## config.mk

```make
export PLATFORM = sky130hd
export DESIGN_NAME = video_ram_arbiter
export DESIGN_NICKNAME = d
export VERILOG_FILES = /design/src/rtl/video_ram_arbiter.sv
export SDC_FILE = /design/constraint.sdc
export NUM_CORES = 1
export LEC_CHECK = 0
export BUFFER_PORTS_ARGS = -buffer_cell sky130_fd_sc_hd__buf_2
export CORE_MARGIN = 3
export CORE_UTILIZATION = 41
export DETAILED_ROUTE_END_ITERATION = 12
export PLACE_DENSITY = 0.85
export SYNTH_ARGS = -nofsm -noshare
export SYNTH_HDL_FRONTEND = slang
export SYNTH_SLANG_ARGS = --single-unit
```

## constraint.sdc

```tcl
create_clock -name clk -period 4.15 [get_ports clk]
set_input_delay 0 -clock clk [delete_from_list [all_inputs] [get_ports clk]]
set_output_delay 0 -clock clk [all_outputs]
set_load 0.1 [all_outputs]
```

## src/rtl/video_ram_arbiter.sv

```systemverilog
// Video RAM arbiter: shares one single-port synchronous RAM between the
// hard real-time video fetcher (always wins, never stalls) and the CPU,
// which uses the free slots through a req/ack handshake.
module video_ram_arbiter #(
  parameter int ADDR_W     = 13,
  parameter int DATA_W     = 8,
  parameter int WAIT_LIMIT = 16,
  parameter int WAIT_W     = 5
) (
  input  logic              clk,
  input  logic              reset_n,
  input  logic              vid_req,
  input  logic [ADDR_W-1:0] vid_addr,
  output logic [DATA_W-1:0] vid_rdata,
  output logic              vid_valid,
  input  logic              cpu_req,
  input  logic              cpu_we,
  input  logic [ADDR_W-1:0] cpu_addr,
  input  logic [DATA_W-1:0] cpu_wdata,
  output logic [DATA_W-1:0] cpu_rdata,
  output logic              cpu_ack,
  output logic              cpu_timeout,
  output logic [ADDR_W-1:0] ram_addr,
  output logic              ram_we,
  output logic [DATA_W-1:0] ram_wdata,
  input  logic [DATA_W-1:0] ram_rdata
);

  typedef enum logic {
    IDLE = 1'b0,
    DATA = 1'b1
  } state_t;

  localparam logic [WAIT_W-1:0] WAIT_MAX = WAIT_W'(WAIT_LIMIT);
  localparam logic [WAIT_W-1:0] WAIT_PRE = WAIT_W'(WAIT_LIMIT - 1);
  localparam logic [WAIT_W-1:0] WAIT_ONE = WAIT_W'(1);

  state_t            state;
  state_t            next_state;
  logic              cpu_grant;
  logic              access_we;
  logic [WAIT_W-1:0] wait_cnt;

  // The CPU only gets the port in IDLE when video is silent; the ack term
  // keeps a request that is released on the ack edge from being re-granted.
  always_comb begin
    cpu_grant = (state == IDLE) & cpu_req & ~vid_req & ~cpu_ack;
    ram_addr  = vid_req ? vid_addr : cpu_addr;
    ram_wdata = cpu_wdata;
    ram_we    = cpu_grant & cpu_we;
    vid_rdata = ram_rdata;
  end

  // CPU access state register.
  always_ff @(posedge clk or negedge reset_n) begin
    if (!reset_n) begin
      state <= IDLE;
    end else begin
      state <= next_state;
    end
  end

  // Next state: a granted access spends exactly one cycle in DATA.
  always_comb begin
    next_state = state;
    case (state)
      IDLE:    if (cpu_grant) next_state = DATA;
      DATA:    next_state = IDLE;
      default: next_state = IDLE;
    endcase
  end

  // Registered video valid, CPU ack and CPU read data capture.
  always_ff @(posedge clk or negedge reset_n) begin
    if (!reset_n) begin
      vid_valid <= 1'b0;
      cpu_ack   <= 1'b0;
      cpu_rdata <= '0;
      access_we <= 1'b0;
    end else begin
      vid_valid <= vid_req;
      cpu_ack   <= (state == DATA);
      if (cpu_grant) begin
        access_we <= cpu_we;
      end
      if ((state == DATA) && !access_we) begin
        cpu_rdata <= ram_rdata;
      end
    end
  end

  // Starvation watch: count ungranted request cycles, latch a sticky timeout.
  always_ff @(posedge clk or negedge reset_n) begin
    if (!reset_n) begin
      wait_cnt    <= '0;
      cpu_timeout <= 1'b0;
    end else if (!cpu_req || cpu_grant) begin
      wait_cnt <= '0;
    end else if ((state == IDLE) && !cpu_ack && (wait_cnt != WAIT_MAX)) begin
      wait_cnt <= wait_cnt + WAIT_ONE;
      if (wait_cnt == WAIT_PRE) begin
        cpu_timeout <= 1'b1;
      end
    end
  end

endmodule
```

==> impl_metrics.py, run 1 <==
metrics = {
    "synthesis": {
        "synth_common_cells": "mux2_2 (21), dfrtp_1 (18), buf_4 (16)",
        "synth_area_leaders": "dfrtp_1 (42%), mux2_2 (22%), buf_4 (11%)",
        "synth_top_area_share_pct": 42.40,
        "ys_warn_count": 0,
        "yosysUniqueCellTypes": 26,
        "synth_edf_count": 0,
        "async_flop_share_pct": 100.0,
        "yosys_register_bits": 18,
        "avgSynthCellArea_um2": 11.42,
        "ys_seq_area_share_pct": 42.40,
        "yosysTopAreaCell": "dfrtp_1",
        "syn_inst": 93,
        "synth.most_common_cell": "mux2_2",
        "syn_nets": 143,
        "synth_flop_cell": "dfrtp_1",
        "netlist_area_mm2": 0.001062,
    },
    "setup_path": {
        "arrival_ns": 1.93,
        "r2r_cells": 2,
        "cp_cell_sequence": "or2_1, nor3b_2, and2_1, buf_2",
        "worst_r2r_endpoint": "cpu_rdata[7]",
        "end_kind": "output port",
        "startpoint_type": "flop",
        "reg2reg_slack_ns": 2.58,
        "crit_type": "reg2out",
        "critPathMaxStageDelay_ns": 0.43,
        "worstPathMaxFanout": 9,
        "required_ns": 4.15,
        "timing.rr.start": "state",
        "slowest_stage": "dfrtp_1",
    },
    "drt": {
        "route.vias.total": 975,
        "postRouteAntennaNets": 0,
        "post-route-drc-count": 0,
        "detail_route.first_pass.iterations": 4,
        "via_per_inst": 5.159,
        "wl_mm": 2.582,
        "drt_iter0_drc": 19,
        "wl_per_cell_um": 13.66,
    },
    "placed_design": {
        "routabilityCongestion": 0.8679,
        "place_ws_ns": 2.550,
        "portBuffers": 71,
        "placed_cells": 173,
        "post-dp-hpwl_mm": 2.005,
    },
    "timing": {
        "worst_pin_slew_ns": 0.7438,
        "setup_slack_ns": 2.224,
        "max_freq_ghz": 0.5193,
        "hold_viol": 0,
        "period_share_pct": 46.40,
        "setup_violations": 0,
        "rsz0062_at_grt": "false",
        "fin_setup_tns_ns": 0,
        "relSlewSlack_pct": 50.31,
        "holdWs_ns": 0.0001447,
        "slew_violations": 0,
        "fin_crit_ns": 1.926,
        "skew_ns": 0.007406,
    },
    "floorplan": {
        "fp-row-count": 17,
        "dieHeight_um": 56.90,
        "start_util_pct": 45.40,
        "die_area_mm2": 0.003238,
        "die-width_um": 56.90,
        "io-pin-count": 88,
        "core_area_mm2": 0.002340,
    },
    "grt": {
        "antenna_found_initial": 0,
        "track_usage_pct": 16.20,
        "grt_overflow": 0,
        "grt_pass1_vias": 973,
        "grt_max_degree": 19,
        "grt_pass1_wl_mm": 4.091,
    },
    "job": {
        "drv_cap": 0,
    },
    "clock_tree": {
        "cts_sinks": 18,
        "cts_tree": "built",
        "worst_skew_pair.late_latency_ns": 0.30,
        "root_buffer": "clkbuf_4",
        "clk_pin_slew_worst_paths_ns": 0.10,
        "cts.repair.resized": 0,
        "numCtsBuffers": 3,
        "cts-htree-levels": 1,
        "clockBufferDepth": 2,
    },
    "power_and_ir_drop": {
        "ir_worst_vdd_v": 0.0004093,
        "p_leak_uw": 0.0007374,
        "p_per_area_mw_per_mm2": 557.2,
    },
    "finish": {
        "fill_cells": 198,
        "syn2layout_area_growth_pct": 38.28,
        "nets": 212,
        "drive_gt1_share_pct": 61.49,
        "antenna_cells_inserted": 0,
        "fin_cells": 189,
    },
    "worst_hold_path": {
        "hold_end": "ram_wdata[5]",
        "min_path_cells": 0,
        "min_from": "cpu_wdata[5]",
        "hold_path.class": "in2out",
    },
    "status": {
        "status": "complete, no violations",
    },
}
final cells by class:
type	instances	area, µm²	share of cell area, %
clock buffer	4	36.28	2.470
inverter	4	15.01	1.022
tap	28	35.03	2.385
multi-input combinational	52	456.7	31.09
sequential	18	450.4	30.66
timing repair buffer	83	475.5	32.37
worst max path at each step:
stage,cells after the start,from,to
final,4,state,ram_we
after global routing,4,state,ram_we
after CTS,4,state,ram_we
after detailed placement,4,state,ram_we
after global placement,4,state,ram_we
after floorplan,4,cpu_ack,ram_we
critical path, delay by kind of cell (launching register included):
kind	cells	cell delay [ns]
flip-flops	1	0.43
AND/OR/NAND/NOR	3	0.77
buffers and inverters	1	0.42
report_power, final:
group          total [µW]  leakage [µW]  internal (µW)  switching [µW]
clock network         109     0.0000210           53.5            55.4
logic                 483      0.000490           88.1             395
registers             227      0.000226            210            16.3
logic make-up after synthesis:
| group | Yosys count | synth area share [%] |
|---|---|---|
| muxes | 22 | 23.32 |
| buffers and inverters | 23 | 14.60 |
| DFF | 18 | 42.40 |
| AOI/OAI and AO/OA | 12 | 6.242 |
| adders and majority gates | 3 | 3.534 |
| and+or+nand+nor | 15 | 9.895 |
state kept, by name, summed over array words and instances, names as in the netlist:
register and count:
vid_valid 1, cpu_ack 1, wait_cnt 5, cpu_timeout 1, cpu_rdata 8, state 1, access_we 1
routing by layer:
metal | vias to the layer above | routed length, µm | track usage, %
met5 | - | 0 | 0
met4 | 0 | 29 | 7.285
met3 | 6 | 270 | 4.368
met2 | 74 | 1383 | 31.32
met1 | 447 | 899 | 15.63
li1 | 448 | - | -
placed cells by master (no fill, tap or decap), types with 3 or more instances in the layout:
master	n
buf_2	71
mux2_2	21
dfrtp_1	18
dlygate4sd3_1	12
a21oi_1	5
inv_1	4
nand3_1	4
o21ai_0	4
ha_1	3
clkbuf_4	3
repair_timing:
item / 4_1_cts / 5_1_grt
endpoints found under the hold margin: 29 / 0
hold buffers: 12 / 0
setup buffers: 0 / 0
per-stage QoR:
stage               utilization [%]  power [µW]  area, µm²
floorplan                         -       670.2       1062
global placement              56.10       699.0       1313
detailed placement            56.10       707.8       1313
CTS                           62.78       824.9       1469
global route                  62.78       847.2       1469
finish                        62.78       818.5       1469
Note: power is estimated with default switching activity, not from simulation.
==> run 2: changes to the inputs <==
--- a/config.mk
+++ b/config.mk
@@ -7,9 +7,9 @@
 export LEC_CHECK = 0
 export BUFFER_PORTS_ARGS = -buffer_cell sky130_fd_sc_hd__buf_2
 export CORE_MARGIN = 3
-export CORE_UTILIZATION = 41
+export CORE_UTILIZATION = 38
 export DETAILED_ROUTE_END_ITERATION = 12
-export PLACE_DENSITY = 0.85
+export PLACE_DENSITY = 0.8
 export SYNTH_ARGS = -nofsm -noshare
 export SYNTH_HDL_FRONTEND = slang
 export SYNTH_SLANG_ARGS = --single-unit
==> constraint.sdc (replaced) <==
create_clock -name clk -period 2 [get_ports clk]
set_input_delay 0 -clock clk [delete_from_list [all_inputs] [get_ports clk]]
set_output_delay 0 -clock clk [all_outputs]
set_load 0.1 [all_outputs]
==> run 2 against run 1 <==
Against the previous run: clock skew down 0.0040 ns; combinational power up 110%; global-route usage up 0.27 points; clock power up 100%; flip-flop and latch count unchanged; critical path depth unchanged; count of clock-buffer cells in the layout unchanged; worst setup slack worse by 2.1 ns; worst hold slack about the same; via count down 1.3%; critical path type unchanged.
==> impl_metrics.py, run 2 (synthesis gave the netlist of run 1 again) <==
metrics = {
    "status": {
        "status": "complete, no violations",
    },
    "power_and_ir_drop": {
        "power.internal_uw": 731.0,
        "p_seq_share_pct": 27.9,
        "p_leak_uw": 0.0007388,
        "p_per_area_mw_per_mm2": 1149,
        "clock_power_share_pct": 13.1,
        "sw_frac_of_total_pct": 56.80,
        "switchingPower_uw": 961.3,
        "power.total_uw": 1692,
        "ir_worst_vdd_v": 0.0008915,
        "share_comb_of_total_power_pct": 59.0,
    },
    "timing": {
        "hold_viol": 0,
        "rsz0062_at_grt": "false",
        "setup_slack_ns": 0.1556,
        "setup_violations": 0,
        "skew_ns": 0.003386,
        "worst_pin_slew_ns": 0.4860,
        "slew_violations": 0,
        "fin_crit_ns": 1.844,
        "period_share_pct": 92.22,
        "max_freq_ghz": 0.5422,
        "fin_setup_tns_ns": 0,
        "relSlewSlack_pct": 67.39,
    },
    "finish": {
        "largest_reg_flops": 8,
        "drive_gt1_share_pct": 62.73,
        "utilization_pct": 57.36,
        "syn2layout_area_growth_pct": 38.63,
        "antenna_cells_inserted": 0,
        "nets": 212,
        "design_area_mm2": 0.001473,
        "largest_register": "cpu_rdata",
        "top_regs": "cpu_rdata x8, wait_cnt x5",
        "final_cell_mix": "buf_2 (70), mux2_2 (21), dfrtp_1 (18), dlygate4sd3_1 (11), a21oi_1 (5)",
        "final_common_cell": "buf_2",
    },
    "setup_path": {
        "endpoint": "ram_we",
        "cp_cell_sequence": "or2_1, nor3b_2, and2_2, clkbuf_4",
        "worst_r2r_endpoint": "wait_cnt[4]",
        "timing.rr.start": "wait_cnt[0]",
        "startpoint_type": "flop",
        "critPathMaxStageDelay_ns": 0.44,
        "end_kind": "output port",
        "slowest_stage": "dfrtp_1",
        "crit_type": "reg2out",
        "worstPathMaxFanout": 9,
        "required_ns": 2.00,
        "r2r_cells": 6,
        "reg2reg_slack_ns": 0.39,
        "crit_start": "state",
        "arrival_ns": 1.84,
    },
    "drt": {
        "wl_mm": 2.732,
        "postRouteAntennaNets": 0,
        "wl_per_cell_um": 14.30,
        "detail_route.first_pass.iterations": 4,
        "via_per_inst": 5.037,
        "route.vias.total": 962,
        "post-route-drc-count": 0,
        "drt_iter0_drc": 10,
    },
    "job": {
        "drv_cap": 0,
    },
    "clock_tree": {
        "numCtsBuffers": 3,
        "cts-htree-levels": 1,
        "root_buffer": "clkbuf_4",
        "worst_skew_pair.late_latency_ns": 0.29,
        "clk_pin_slew_worst_paths_ns": 0.10,
        "cts_tree": "built",
        "clockBufferDepth": 2,
        "cts_sinks": 18,
    },
    "floorplan": {
        "io-pin-count": 88,
        "dieHeight_um": 58.87,
        "fp-row-count": 18,
        "start_util_pct": 41.37,
        "core_area_mm2": 0.002567,
        "die-width_um": 58.87,
        "die_area_mm2": 0.003466,
    },
    "placed_design": {
        "post-dp-hpwl_mm": 2.086,
        "placed_cell_area_mm2": 0.001324,
        "place_ws_ns": 0.3968,
        "routabilityCongestion": 0.7210,
        "portBuffers": 71,
    },
    "grt": {
        "grt_pass1_wl_mm": 4.319,
        "grt_overflow": 0,
        "track_usage_pct": 16.47,
        "grt_max_degree": 19,
        "grt_pass1_vias": 1007,
        "antenna_found_initial": 0,
    },
    "worst_hold_path": {
        "hold_path.class": "in2out",
        "min_path_cells": 0,
    },
}
==> run 2: cell count changes in the layout (fill, tap and decap cells not counted) <==
cell	change
and2_1	-1
and2_2	+1
buf_2	-1
buf_4	+1
clkbuf_4	+1
dlygate4sd3_1	-1
==> run 2: critical path: cells and delay by family, from the launching register on <==
family                 cells  cell delay, ns
buffers and inverters      1            0.32
flip-flops                 1            0.44
AND/OR/NAND/NOR            3            0.80
==> run 2: final cells by class <==
class                      instances  area (µm²)
tap                               30       37.54
clock buffer                       4       36.28
timing repair buffer              83       475.5
fill                             224        1095
multi-input combinational         52       457.9
sequential                        18       450.4
inverter                           4       15.01
==> run 2: power groups by stage <==
stage | Clock, µW | Combinational, µW | Sequential [µW]
final | 222 | 999 | 472
after global routing | 248 | 1030 | 485
after CTS | 230 | 1010 | 473
after detailed placement | 0 | 989 | 479
after global placement | 0 | 979 | 474
after floorplan | 0 | 431 | 960
==> run 2: metal layers <==
metal	share of wire (%)	GRT usage (%)	wire, µm	vias to the layer above
met3	11	3.728	295	8
met2	53	31.23	1437	68
met5	0	0	0	-
li1	-	-	-	447
met4	3.2	8.738	88	0
met1	33	16.30	911	439
==> run 2: per-stage QoR <==
step           std cells  hold WS (ns)
2_1_floorplan         93       -0.2956
3_3_place_gp         176      -0.05921
3_5_place_dp         176      -0.04470
4_1_cts              191     0.0006813
5_1_grt              191     0.0001755
6_report             191    0.00004390
==> run 2: how the worst min path moves through the flow <==
stage	slack [ns]	endpoint	from
after CTS	0.0007	ram_wdata[6]	cpu_wdata[6]
final	0.00004	ram_wdata[5]	cpu_wdata[5]
after global routing	0.0002	ram_wdata[5]	cpu_wdata[5]
after floorplan	-0.30	access_we	reset_n
after global placement	-0.06	cpu_timeout	reset_n
after detailed placement	-0.04	cpu_timeout	reset_n
==> run 2: what timing repair did <==
item,4_1_cts,5_1_grt
buffers inserted,0,0
gates resized for setup,0,1
setup endpoints to repair,0,1
hold endpoints to repair,28,0
hold buffers,11,0
